File: src/rtl/axis_result_sink_pkg.sv
// Shared definitions for the filter-subsystem stream blocks: capture FSM encoding
// and a saturating absolute-value helper.
package axis_result_sink_pkg;

    typedef enum logic [1:0] {
        ST_IDLE    = 2'd0,
        ST_CAPTURE = 2'd1,
        ST_DONE    = 2'd2
    } cap_state_e;

    localparam int unsigned ABS_MAX_W = 64;

    // |x| for a w-bit signed value sign-extended to ABS_MAX_W; the most negative code
    // saturates to the largest positive w-bit value.
    function automatic logic [ABS_MAX_W-1:0] sat_abs(input logic signed [ABS_MAX_W-1:0] x,
                                                     input int unsigned w);
        logic [ABS_MAX_W-1:0] mag;
        logic [ABS_MAX_W-1:0] lim;
        lim = (ABS_MAX_W'(1) << (w - 1)) - ABS_MAX_W'(1);
        mag = x[ABS_MAX_W-1] ? ABS_MAX_W'(-x) : ABS_MAX_W'(x);
        return (mag > lim) ? lim : mag;
    endfunction

endpackage

File: src/rtl/axis_result_sink_if.sv
// AXI4-Stream data channel carrying signed result samples.
interface axis_result_sink_if #(
    parameter int unsigned DATA_W = 32
);
    logic              valid;
    logic [DATA_W-1:0] data;
    logic              ready;

    modport master (output valid, output data, input ready);
    modport slave  (input valid, input data, output ready);
endinterface

File: src/rtl/axis_sync_fifo.sv
// Single-clock FIFO with registered read port; a write is refused when full even if
// a pop happens in the same cycle.
module axis_sync_fifo #(
    parameter  int unsigned DATA_W = 32,
    parameter  int unsigned DEPTH  = 16,
    localparam int unsigned ADDR_W = $clog2(DEPTH)
) (
    input  logic              clk,
    input  logic              rst_n,
    input  logic              wr_en,
    input  logic [DATA_W-1:0] wr_data,
    input  logic              rd_en,
    output logic [DATA_W-1:0] rd_data,
    output logic              rd_valid,
    output logic [ADDR_W:0]   count,
    output logic              full_c
);

    logic [DATA_W-1:0] mem [DEPTH];
    logic [ADDR_W-1:0] wr_ptr_q, wr_ptr_d;
    logic [ADDR_W-1:0] rd_ptr_q, rd_ptr_d;
    logic [ADDR_W:0]   count_q, count_d;
    logic [DATA_W-1:0] rd_data_q, rd_data_d;
    logic              rd_valid_q, rd_valid_d;
    logic              push, pop;

    assign full_c = (count_q == (ADDR_W+1)'(DEPTH));
    assign push   = wr_en && !full_c;
    assign pop    = rd_en && (count_q != '0);

    // Pointer, occupancy and read-port next state; pointers wrap by natural overflow.
    always_comb begin
        wr_ptr_d   = wr_ptr_q;
        rd_ptr_d   = rd_ptr_q;
        count_d    = count_q;
        rd_data_d  = rd_data_q;
        rd_valid_d = 1'b0;
        if (push) begin
            wr_ptr_d = wr_ptr_q + ADDR_W'(1);
        end
        if (pop) begin
            rd_ptr_d   = rd_ptr_q + ADDR_W'(1);
            rd_data_d  = mem[rd_ptr_q];
            rd_valid_d = 1'b1;
        end
        case ({push, pop})
            2'b10:   count_d = count_q + (ADDR_W+1)'(1);
            2'b01:   count_d = count_q - (ADDR_W+1)'(1);
            default: count_d = count_q;
        endcase
    end

    always_ff @(posedge clk) begin
        if (push) begin
            mem[wr_ptr_q] <= wr_data;
        end
    end

    always_ff @(posedge clk or negedge rst_n) begin
        if (!rst_n) begin
            wr_ptr_q   <= '0;
            rd_ptr_q   <= '0;
            count_q    <= '0;
            rd_data_q  <= '0;
            rd_valid_q <= 1'b0;
        end else begin
            wr_ptr_q   <= wr_ptr_d;
            rd_ptr_q   <= rd_ptr_d;
            count_q    <= count_d;
            rd_data_q  <= rd_data_d;
            rd_valid_q <= rd_valid_d;
        end
    end

    assign rd_data  = rd_data_q;
    assign rd_valid = rd_valid_q;
    assign count    = count_q;

endmodule

File: src/rtl/axis_result_sink.sv
// Terminates the FIR output stream: captures capture_len samples per start into a FIFO,
// tracks the peak magnitude and exposes the buffered samples on a simple read port.
module axis_result_sink
    import axis_result_sink_pkg::*;
#(
    parameter  int unsigned DATA_W = 32,
    parameter  int unsigned DEPTH  = 16,
    parameter  int unsigned LEN_W  = 16,
    localparam int unsigned ADDR_W = $clog2(DEPTH)
) (
    input  logic                axi_clk,
    input  logic                axi_reset_n,
    input  logic                start,
    input  logic [LEN_W-1:0]    capture_len,
    axis_result_sink_if.slave   s_axis,
    input  logic                rd_en,
    output logic [DATA_W-1:0]   rd_data,
    output logic                rd_valid,
    output logic [ADDR_W:0]     fifo_count,
    output logic                busy,
    output logic                done,
    output logic [DATA_W-1:0]   peak_abs
);

    cap_state_e        state_q, state_d;
    logic [LEN_W-1:0]  remaining_q, remaining_d;
    logic [DATA_W-1:0] peak_q, peak_d;
    logic              busy_q, done_q;
    logic              full_c;
    logic              ready_c;
    logic              accept_c;
    logic [DATA_W-1:0] abs_c;

    // Ready depends on registered state only, never on valid.
    assign ready_c      = (state_q == ST_CAPTURE) && !full_c;
    assign s_axis.ready = ready_c;
    assign accept_c     = s_axis.valid && ready_c;
    assign abs_c        = DATA_W'(sat_abs(ABS_MAX_W'(signed'(s_axis.data)), DATA_W));

    axis_sync_fifo #(
        .DATA_W (DATA_W),
        .DEPTH  (DEPTH)
    ) u_fifo (
        .clk      (axi_clk),
        .rst_n    (axi_reset_n),
        .wr_en    (accept_c),
        .wr_data  (s_axis.data),
        .rd_en    (rd_en),
        .rd_data  (rd_data),
        .rd_valid (rd_valid),
        .count    (fifo_count),
        .full_c   (full_c)
    );

    // Capture FSM, remaining counter and peak tracker next state.
    always_comb begin
        state_d     = state_q;
        remaining_d = remaining_q;
        peak_d      = peak_q;
        case (state_q)
            ST_IDLE, ST_DONE: begin
                if (start) begin
                    peak_d = '0;
                    if (capture_len != '0) begin
                        state_d     = ST_CAPTURE;
                        remaining_d = capture_len;
                    end else begin
                        state_d = ST_DONE;
                    end
                end
            end
            ST_CAPTURE: begin
                if (accept_c) begin
                    remaining_d = remaining_q - LEN_W'(1);
                    if (abs_c > peak_q) begin
                        peak_d = abs_c;
                    end
                    if (remaining_q == LEN_W'(1)) begin
                        state_d = ST_DONE;
                    end
                end
            end
            default: state_d = ST_IDLE;
        endcase
    end

    always_ff @(posedge axi_clk or negedge axi_reset_n) begin
        if (!axi_reset_n) begin
            state_q     <= ST_IDLE;
            remaining_q <= '0;
            peak_q      <= '0;
            busy_q      <= 1'b0;
            done_q      <= 1'b0;
        end else begin
            state_q     <= state_d;
            remaining_q <= remaining_d;
            peak_q      <= peak_d;
            busy_q      <= (state_d == ST_CAPTURE);
            done_q      <= (state_d == ST_DONE);
        end
    end

    assign busy     = busy_q;
    assign done     = done_q;
    assign peak_abs = peak_q;

endmodule

File: src/flat_wrapper.sv
// flat-port wrapper written by rule: the top's interface ports become plain ports
module axis_result_sink_flat import axis_result_sink_pkg::*;
#(
    parameter  int unsigned DATA_W = 32,
    parameter  int unsigned DEPTH  = 16,
    parameter  int unsigned LEN_W  = 16,
    localparam int unsigned ADDR_W = $clog2(DEPTH)
)
  (axi_clk, axi_reset_n, start, capture_len, rd_en, rd_data, rd_valid, fifo_count, busy, done, peak_abs, s_axis_valid, s_axis_data, s_axis_ready);
  axis_result_sink_if #(.DATA_W(DATA_W)) s_axis_i ();
  input  logic axi_clk;
  input  logic axi_reset_n;
  input  logic start;
  input  logic [LEN_W-1:0] capture_len;
  input  logic rd_en;
  output logic [DATA_W-1:0] rd_data;
  output logic rd_valid;
  output logic [ADDR_W:0] fifo_count;
  output logic busy;
  output logic done;
  output logic [DATA_W-1:0] peak_abs;
  input wire logic [$bits(s_axis_i.valid)-1:0] s_axis_valid;
  input wire logic [$bits(s_axis_i.data)-1:0] s_axis_data;
  output wire logic [$bits(s_axis_i.ready)-1:0] s_axis_ready;
  assign s_axis_i.valid = s_axis_valid;
  assign s_axis_i.data = s_axis_data;
  assign s_axis_ready = s_axis_i.ready;
  axis_result_sink #(.DATA_W(DATA_W), .DEPTH(DEPTH), .LEN_W(LEN_W)) u_core (.axi_clk(axi_clk), .axi_reset_n(axi_reset_n), .start(start), .capture_len(capture_len), .s_axis(s_axis_i), .rd_en(rd_en), .rd_data(rd_data), .rd_valid(rd_valid), .fifo_count(fifo_count), .busy(busy), .done(done), .peak_abs(peak_abs));
endmodule
File: config.mk
export PLATFORM = sky130hd
export DESIGN_NAME = axis_result_sink_flat
export DESIGN_NICKNAME = d
export VERILOG_FILES = /design/src/rtl/axis_result_sink_pkg.sv /design/src/rtl/axis_result_sink_if.sv /design/src/rtl/axis_sync_fifo.sv /design/src/rtl/axis_result_sink.sv /design/src/flat_wrapper.sv
export SDC_FILE = /design/constraint.sdc
export NUM_CORES = 1
export LEC_CHECK = 0
export ABC_AREA = 1
export CORE_MARGIN = 5
export CORE_UTILIZATION = 35
export DETAILED_ROUTE_END_ITERATION = 10
export PLACE_DENSITY_LB_ADDON = 0.3
export SYNTH_ARGS = -nofsm -noshare
export SYNTH_HDL_FRONTEND = slang
export SYNTH_SLANG_ARGS = --single-unit
File: constraint.sdc
create_clock -name axi_clk -period 5.76 [get_ports axi_clk]
set_input_delay 0.864 -clock axi_clk [delete_from_list [all_inputs] [get_ports axi_clk]]
set_output_delay 0.864 -clock axi_clk [all_outputs]
set_load 0.02 [all_outputs]
**Word level (Yosys, flattened, before mapping)**

Memories as Yosys holds them, arrays and structs flattened. A register that Yosys moved wholly into a read port is not among the register bits.
Cells that the tools add are included.

- Flip-flop bits (word level): 66
- Bits in writable memories: 512
- Bits of input ports: 53
- Output and inout port bits: 73
- Word-level logic and storage cells: 63
- Memories: 1

- Add/sub/neg operators: 6
- Order comparisons: 2
- Equal/unequal tests: 12
- Multiplexer cells: 19
- Reductions and logical operators: 14

Memories:

| memory | words | width | rd ports | clocked after memory_dff | wr ports | RTL line | RTL |
|---|---|---|---|---|---|---|---|
| u_core.u_fifo.mem | 16 | 32 | 1 | 1 | 1 | axis_sync_fifo.sv:19 | `logic [DATA_W-1:0] mem [DEPTH];` |

Operator list:

| operator | number |
|---|---|
| 32-bit 2-to-1 mux | 4 |
| 64-bit by 31-bit > comparator with 1-bit output, second input constant | 1 |
| 64-bit 2-to-1 mux | 1 |
| 32-bit negation with 64-bit output | 1 |
| 32-bit one-hot mux with 2 select lines | 1 |
| 16-bit 2-to-1 mux | 3 |
| 32-bit > comparator | 1 |
| 16-bit one-hot mux with 2 select lines | 1 |
| 16-bit by 1-bit == test with 1-bit output, second input constant | 1 |
| 16-bit nonzero test | 1 |
| 16-bit by 1-bit subtractor with 16-bit output, second input constant | 1 |
| 5-bit one-hot mux with 2 select lines | 1 |
| 4-bit by 1-bit adder with 4-bit output, second input constant | 2 |
| 2-bit 2-to-1 mux | 4 |
| 4-bit AND reduction | 2 |
| 2-bit by 1-bit == test with 1-bit output, second input constant | 3 |
| 2-bit == test, second input constant | 3 |
| 2-bit != test, second input constant | 3 |
| 5-bit by 1-bit adder with 5-bit output, second input constant | 1 |
| 5-bit == test, second input constant | 1 |
| 5-bit nonzero test | 1 |
| 5-bit by 1-bit subtractor with 5-bit output, second input constant | 1 |
| 1-bit logical AND | 4 |
| 2-bit one-hot mux with 2 select lines | 1 |
| other kinds (6) | 10 |

**Depth between registers and ports, before layout**

- Word-level depth: 8
- Depth in mapped cells: 25

**Hierarchy**

A second synthesis with hierarchy kept.

- Cells, all modules: 2,657
- Area, all modules: 27,332.5 sq um

By module, submodules not included:

| module | instances | cells each | area each (sq um) | sequential area each (sq um) |
|---|---|---|---|---|
| axis_sync_fifo | 1 | 1,930 | 22,669.2 | 16,525.8 |
| axis_result_sink | 1 | 727 | 4,663.2 | 1,301.2 |

**Least setup slack after synthesis**

OpenSTA, ideal clock, no wires.

- Kind: input to register
- Start point: input port s_axis_valid
- End point: memory u_core.u_fifo.mem[7][0], enable pin
- Setup time: 0.461 ns
- Data arrival time: 3.423 ns
- Data required time: 5.299 ns
- Setup slack: 1.876 ns
- Cell stages on the path: 4
- Path buffers: 0
- Cell sequence: nand2_2 -> inv_1 -> nand2_1 -> nor3_1

- Longest elaborated chain between the ends: 4

Ends and longest elaborated chain:

| element | RTL line | RTL |
|---|---|---|
| from (decl) | flat_wrapper.sv:22 | `input wire logic [$bits(s_axis_i.valid)-1:0] s_axis_valid;` |
| 1-bit logical AND | axis_result_sink.sv:37 | `assign accept_c = s_axis.valid && ready_c;` |
| 1-bit logical AND | axis_sync_fifo.sv:28 | `assign push = wr_en && !full_c;` |
| 1-bit 2-to-1 mux | axis_sync_fifo.sv:54 | `if (push) begin` |
| 1-bit 2-to-1 mux (not written as such) | axis_sync_fifo.sv:55 | `mem[wr_ptr_q] <= wr_data;` |
| to (decl) | axis_sync_fifo.sv:19 |  |

No other way between the ends.

**Final worst setup path**

- Start point: input port s_axis_data[6]
- End point: register u_core.peak_q[29] (netlist: u_core.peak_abs[29])

- Longest elaborated chain between the ends: 7

Ends and longest elaborated chain:

| element | RTL line | RTL |
|---|---|---|
| from (decl) | flat_wrapper.sv:23 | `input wire logic [$bits(s_axis_i.data)-1:0] s_axis_data;` |
| 32-bit negation with 64-bit output | axis_result_sink_pkg.sv:20 | `mag = x[ABS_MAX_W-1] ? ABS_MAX_W'(-x) : ABS_MAX_W'(x);` |
| 64-bit 2-to-1 mux (*) | axis_result_sink_pkg.sv:20 |  |
| 64-bit by 31-bit > comparator with 1-bit output | axis_result_sink_pkg.sv:21 | `return (mag > lim) ? lim : mag;` |
| 32-bit 2-to-1 mux (*) | axis_result_sink_pkg.sv:21 |  |
| 32-bit > comparator or 32-bit 2-to-1 mux (tied branches) | axis_result_sink.sv:75 | `if (abs_c > peak_q) begin` |
| 2-bit != test (no line) or 32-bit 2-to-1 mux (tied branches) | -- |  |
| 4-bit AND reduction (no line) or 32-bit one-hot mux with 2 select lines (tied branches) | -- |  |
| to (signal assigned) | axis_result_sink.sv:97 | `peak_q <= peak_d;` |
| to (decl) | axis_result_sink.sv:27 | `logic [DATA_W-1:0] peak_q, peak_d;` |

Every way passes the cells marked *; elsewhere a longest branch is shown, timed or not. The select of a mux whose other input is x is not followed.
A chain may end at the register's enable or synchronous reset.

==> results.py <==
metrics = {
    "logic_synthesis": {
        "ys_warn_count": 0,
        "synth-main-ff-cell": "edfxtp_1",
        "mappedNetlistNets": 2353,
        "synth_adder_area_share": 0.0218,
        "muxShareOfSynthArea": 0,
        "syn_area_um2": 26200,
        "synth_edf_count": 512,
        "synth_cell_types": 47,
        "ys_seq_area_frac": 0.680,
        "ys_ff_latch": 610,
        "synthArstFlopShare": 0.161,
        "avgSynthCellArea_um2": 11.6,
        "synthSimpleGateAreaFrac": 0.131,
        "synth_compound_area_frac": 0.118,
        "synth_top_family_by_area": "simple AND/OR/NAND/NOR gates",
        "synth-xor-area-share": 0.00835,
        "syn_inst": 2255,
    },
    "detailed_routing": {
        "firstDrtPassIters": 6,
        "num_vias": 18500,
        "drt-vias-per-instance": 5.46,
        "wl_per_cell_um": 22.5,
        "drtAntennaViolNets": 0,
        "first_iter_violations": 1758,
        "drc": 0,
        "wl_um": 76400,
    },
    "clock_network": {
        "cts_buffer_depth": 3,
        "cts_htree_levels": 3,
        "root_buffer": "clkbuf_16",
        "cts.reportedPaths.clkPinSlew_ps": 60,
        "cts_tree": "built",
        "ctsHoldBuffers": 0,
        "clkSinkCount": 610,
        "cts_resized": 0,
        "cts_setup_buffers": 0,
        "cts-buffers-inserted": 68,
        "clkLatencyLatePin_ps": 620,
    },
    "run": {
        "drv_cap": 0,
    },
    "global_route": {
        "grt_pass1_wl_um": 113000,
        "grt_use_met2": 0.294,
        "track_usage": 0.183,
        "grt_max_degree": 103,
        "top_usage_layer": "met2",
        "grt_use_met3": 0.0324,
        "antenna_found_initial": 3,
        "grt_overflow_total": 0,
        "grt_pass1_vias": 17900,
        "gr-usage-met1": 0.257,
    },
    "floorplan": {
        "boundaryPins": 126,
        "core-area_um2": 74300,
        "start_util": 0.353,
        "fp.dieW_um": 284,
        "die_h_um": 284,
        "dieArea_um2": 80500,
        "fp-row-count": 100,
    },
    "placement": {
        "io_buffer_count": 125,
        "hpwlAfterDp_um": 44700,
        "place_area_um2": 28600,
        "place_congestion": 0.837,
        "dp_cells": 3267,
    },
    "timing": {
        "fin_crit_sh": 0.752,
        "slew_headroom": 0.243,
        "setup_viol": 0,
        "fin_crit_ps": 4330,
        "finalHoldViolCount": 0,
        "tns_ps": 0,
        "clock.fmax_ghz": 0.231,
        "worst_pin_slew_ps": 1130,
        "finClkSkew_ps": 24.4,
        "rsz0062_at_grt": "false",
        "slew_viol_final": 0,
    },
    "worst_setup_path": {
        "slowest_delay_ps": 840,
        "worstPathCellList": "clkdlybuf4s50_1, nor2_1, nand4_1, nor2_2, nand3_2, nand3_1, ha_1, nand2_1, nor2_1, nand2_1, inv_1, nand3b_1, nor2_1, inv_1, nand2_1, nand2_2, nand2_4, nand2_1, nand2_1",
        "crit_path_end_kind": "flop",
        "r2r-start": "u_core.u_fifo.rd_ptr_q[0]$_DFFE_PN0P_",
        "worstPathRequired_ps": 6290,
        "crit_fanout": 31,
        "crit_top_cell": "nand2_1",
        "timing.reg2reg.setup_slack_ps": 2710,
        "r2r_end": "u_core.u_fifo.rd_data[18]$_DFFE_PN0P_",
        "arrival_ps": 4870,
        "critPathLaunchType": "input pin",
        "rr_worst_depth": 6,
        "criticalPathCategory": "input pin to flop",
        "crit_path_top_delay_cell": "clkdlybuf4s50_1",
    },
    "pwr": {
        "power_per_cell_area_nw_per_um2": 487,
        "swShare": 0.373,
        "p_comb_frac": 0.328,
        "p_seq_frac": 0.387,
        "internal_power_uw": 9410,
        "leakagePower_uw": 0.0107,
        "p_total_uw": 15000,
        "ir_drop_uv": 284,
        "netSwitchingPower_uw": 5590,
        "clkPwrFrac": 0.285,
    },
    "layout": {
        "fillers": 7024,
        "area_delta_synth_final_pct": 17.5,
        "mostFrequentLayoutCells": "512 x edfxtp_1, 389 x nor2_1, 246 x o21ai_0",
        "drive_above_1_share": 0.0887,
        "diodes": 0,
        "layout_commonest_cell": "edfxtp_1",
        "fin_nets": 2466,
        "fin_area_um2": 30800,
        "seq_area_um2": 17800,
        "fin_cells": 3392,
        "final_util": 0.414,
        "multiInputGateArea_um2": 7460,
    },
    "outcome": {
        "status": "completed",
    },
    "hold_path": {
        "hold_path.class": "input pin to async pin",
    },
}
==> critical path, delay by kind of cell <==
family / cells / cell delay [ps]
adders and majority gates: 1 / 160
buffers and inverters: 3 / 990
and+or+nand+nor: 15 / 2800
==> synth_stat cells, types with 8 or more instances <==
master	instances	area [µm²]
a21oi_1	24	120
xor2_1	21	184
o21ai_0	246	1230
buf_1	8	30.0
dfrtp_1	98	2450
o22ai_1	29	181
nand3_1	108	541
buf_2	34	170
o21ai_1	65	325
o221ai_1	103	902
nand2_1	227	852
nor2_1	404	1520
nand4_1	44	275
a31oi_1	35	219
inv_1	93	349
buf_4	14	105
inv_2	9	33.8
edfxtp_1	512	15400
ha_1	44	551
clkbuf_1	70	263
==> metal layers <==
layer | wire length [µm] | share of wire
met5 | 0 | 0
met4 | 1750 | 0.023
met3 | 5050 | 0.066
met2 | 35700 | 0.47
met1 | 33900 | 0.44
==> registers in the layout, indices dropped and copies added (netlist names) <==
name                    count
u_core.u_fifo.mem         512
u_core.peak_abs            32
u_core.u_fifo.rd_data      32
u_core.remaining_q         16
u_core.u_fifo.count         5
u_core.u_fifo.rd_ptr_q      4
u_core.u_fifo.wr_ptr_q      4
u_core.state_q              2
u_core.busy                 1
u_core.done                 1
u_core.u_fifo.rd_valid      1
==> per-stage QoR <==
stage	hold slack [ps]	worst slack (ps)
final	399	1430
after global routing	421	1110
after CTS	394	1530
after detailed placement	490	913
after global placement	486	929
after floorplan	486	1880
==> layout make-up <==
cell class	instances	area share
timing repair buffer	179	0.0540
sequential	610	0.579
multi-input combinational	1406	0.242
inverter	103	0.0128
clock inverter	36	0.0121
tap	969	0.0394
clock buffer	89	0.0605
==> power groups by stage <==
stage	sequential [µW]	clock, µW	combinational [µW]
detailed placement	5890	0	4920
CTS	5800	4380	4940
global placement	5880	0	4820
global route	5860	4560	5420
finish	5800	4280	4910
floorplan	5880	0	3100
==> kinds of logic after synthesis <==
logic type	count (synthesis)
adders and majority gates	45
xor gates and xnor gates	25
DFF	610
AOI/OAI and AO/OA	517
other	1
and+or+nand+nor	818
buffers and inverters	239
==> worst max path at each step <==
stage                          startpoint  slack (ps)  cells past startpoint                           endpoint
after floorplan              s_axis_valid        1880                      4  u_core.u_fifo.mem[7][0]$_DFFE_PP_
after global placement    s_axis_data[10]         930                     18    u_core.peak_abs[21]$_DFFE_PN0P_
after detailed placement   s_axis_data[6]         910                     18    u_core.peak_abs[29]$_DFFE_PN0P_
after CTS                  s_axis_data[6]        1530                     19    u_core.peak_abs[29]$_DFFE_PN0P_
after global routing       s_axis_data[6]        1110                     18    u_core.peak_abs[20]$_DFFE_PN0P_
final                      s_axis_data[6]        1430                     19    u_core.peak_abs[29]$_DFFE_PN0P_
(Power assumes the default switching activity.)
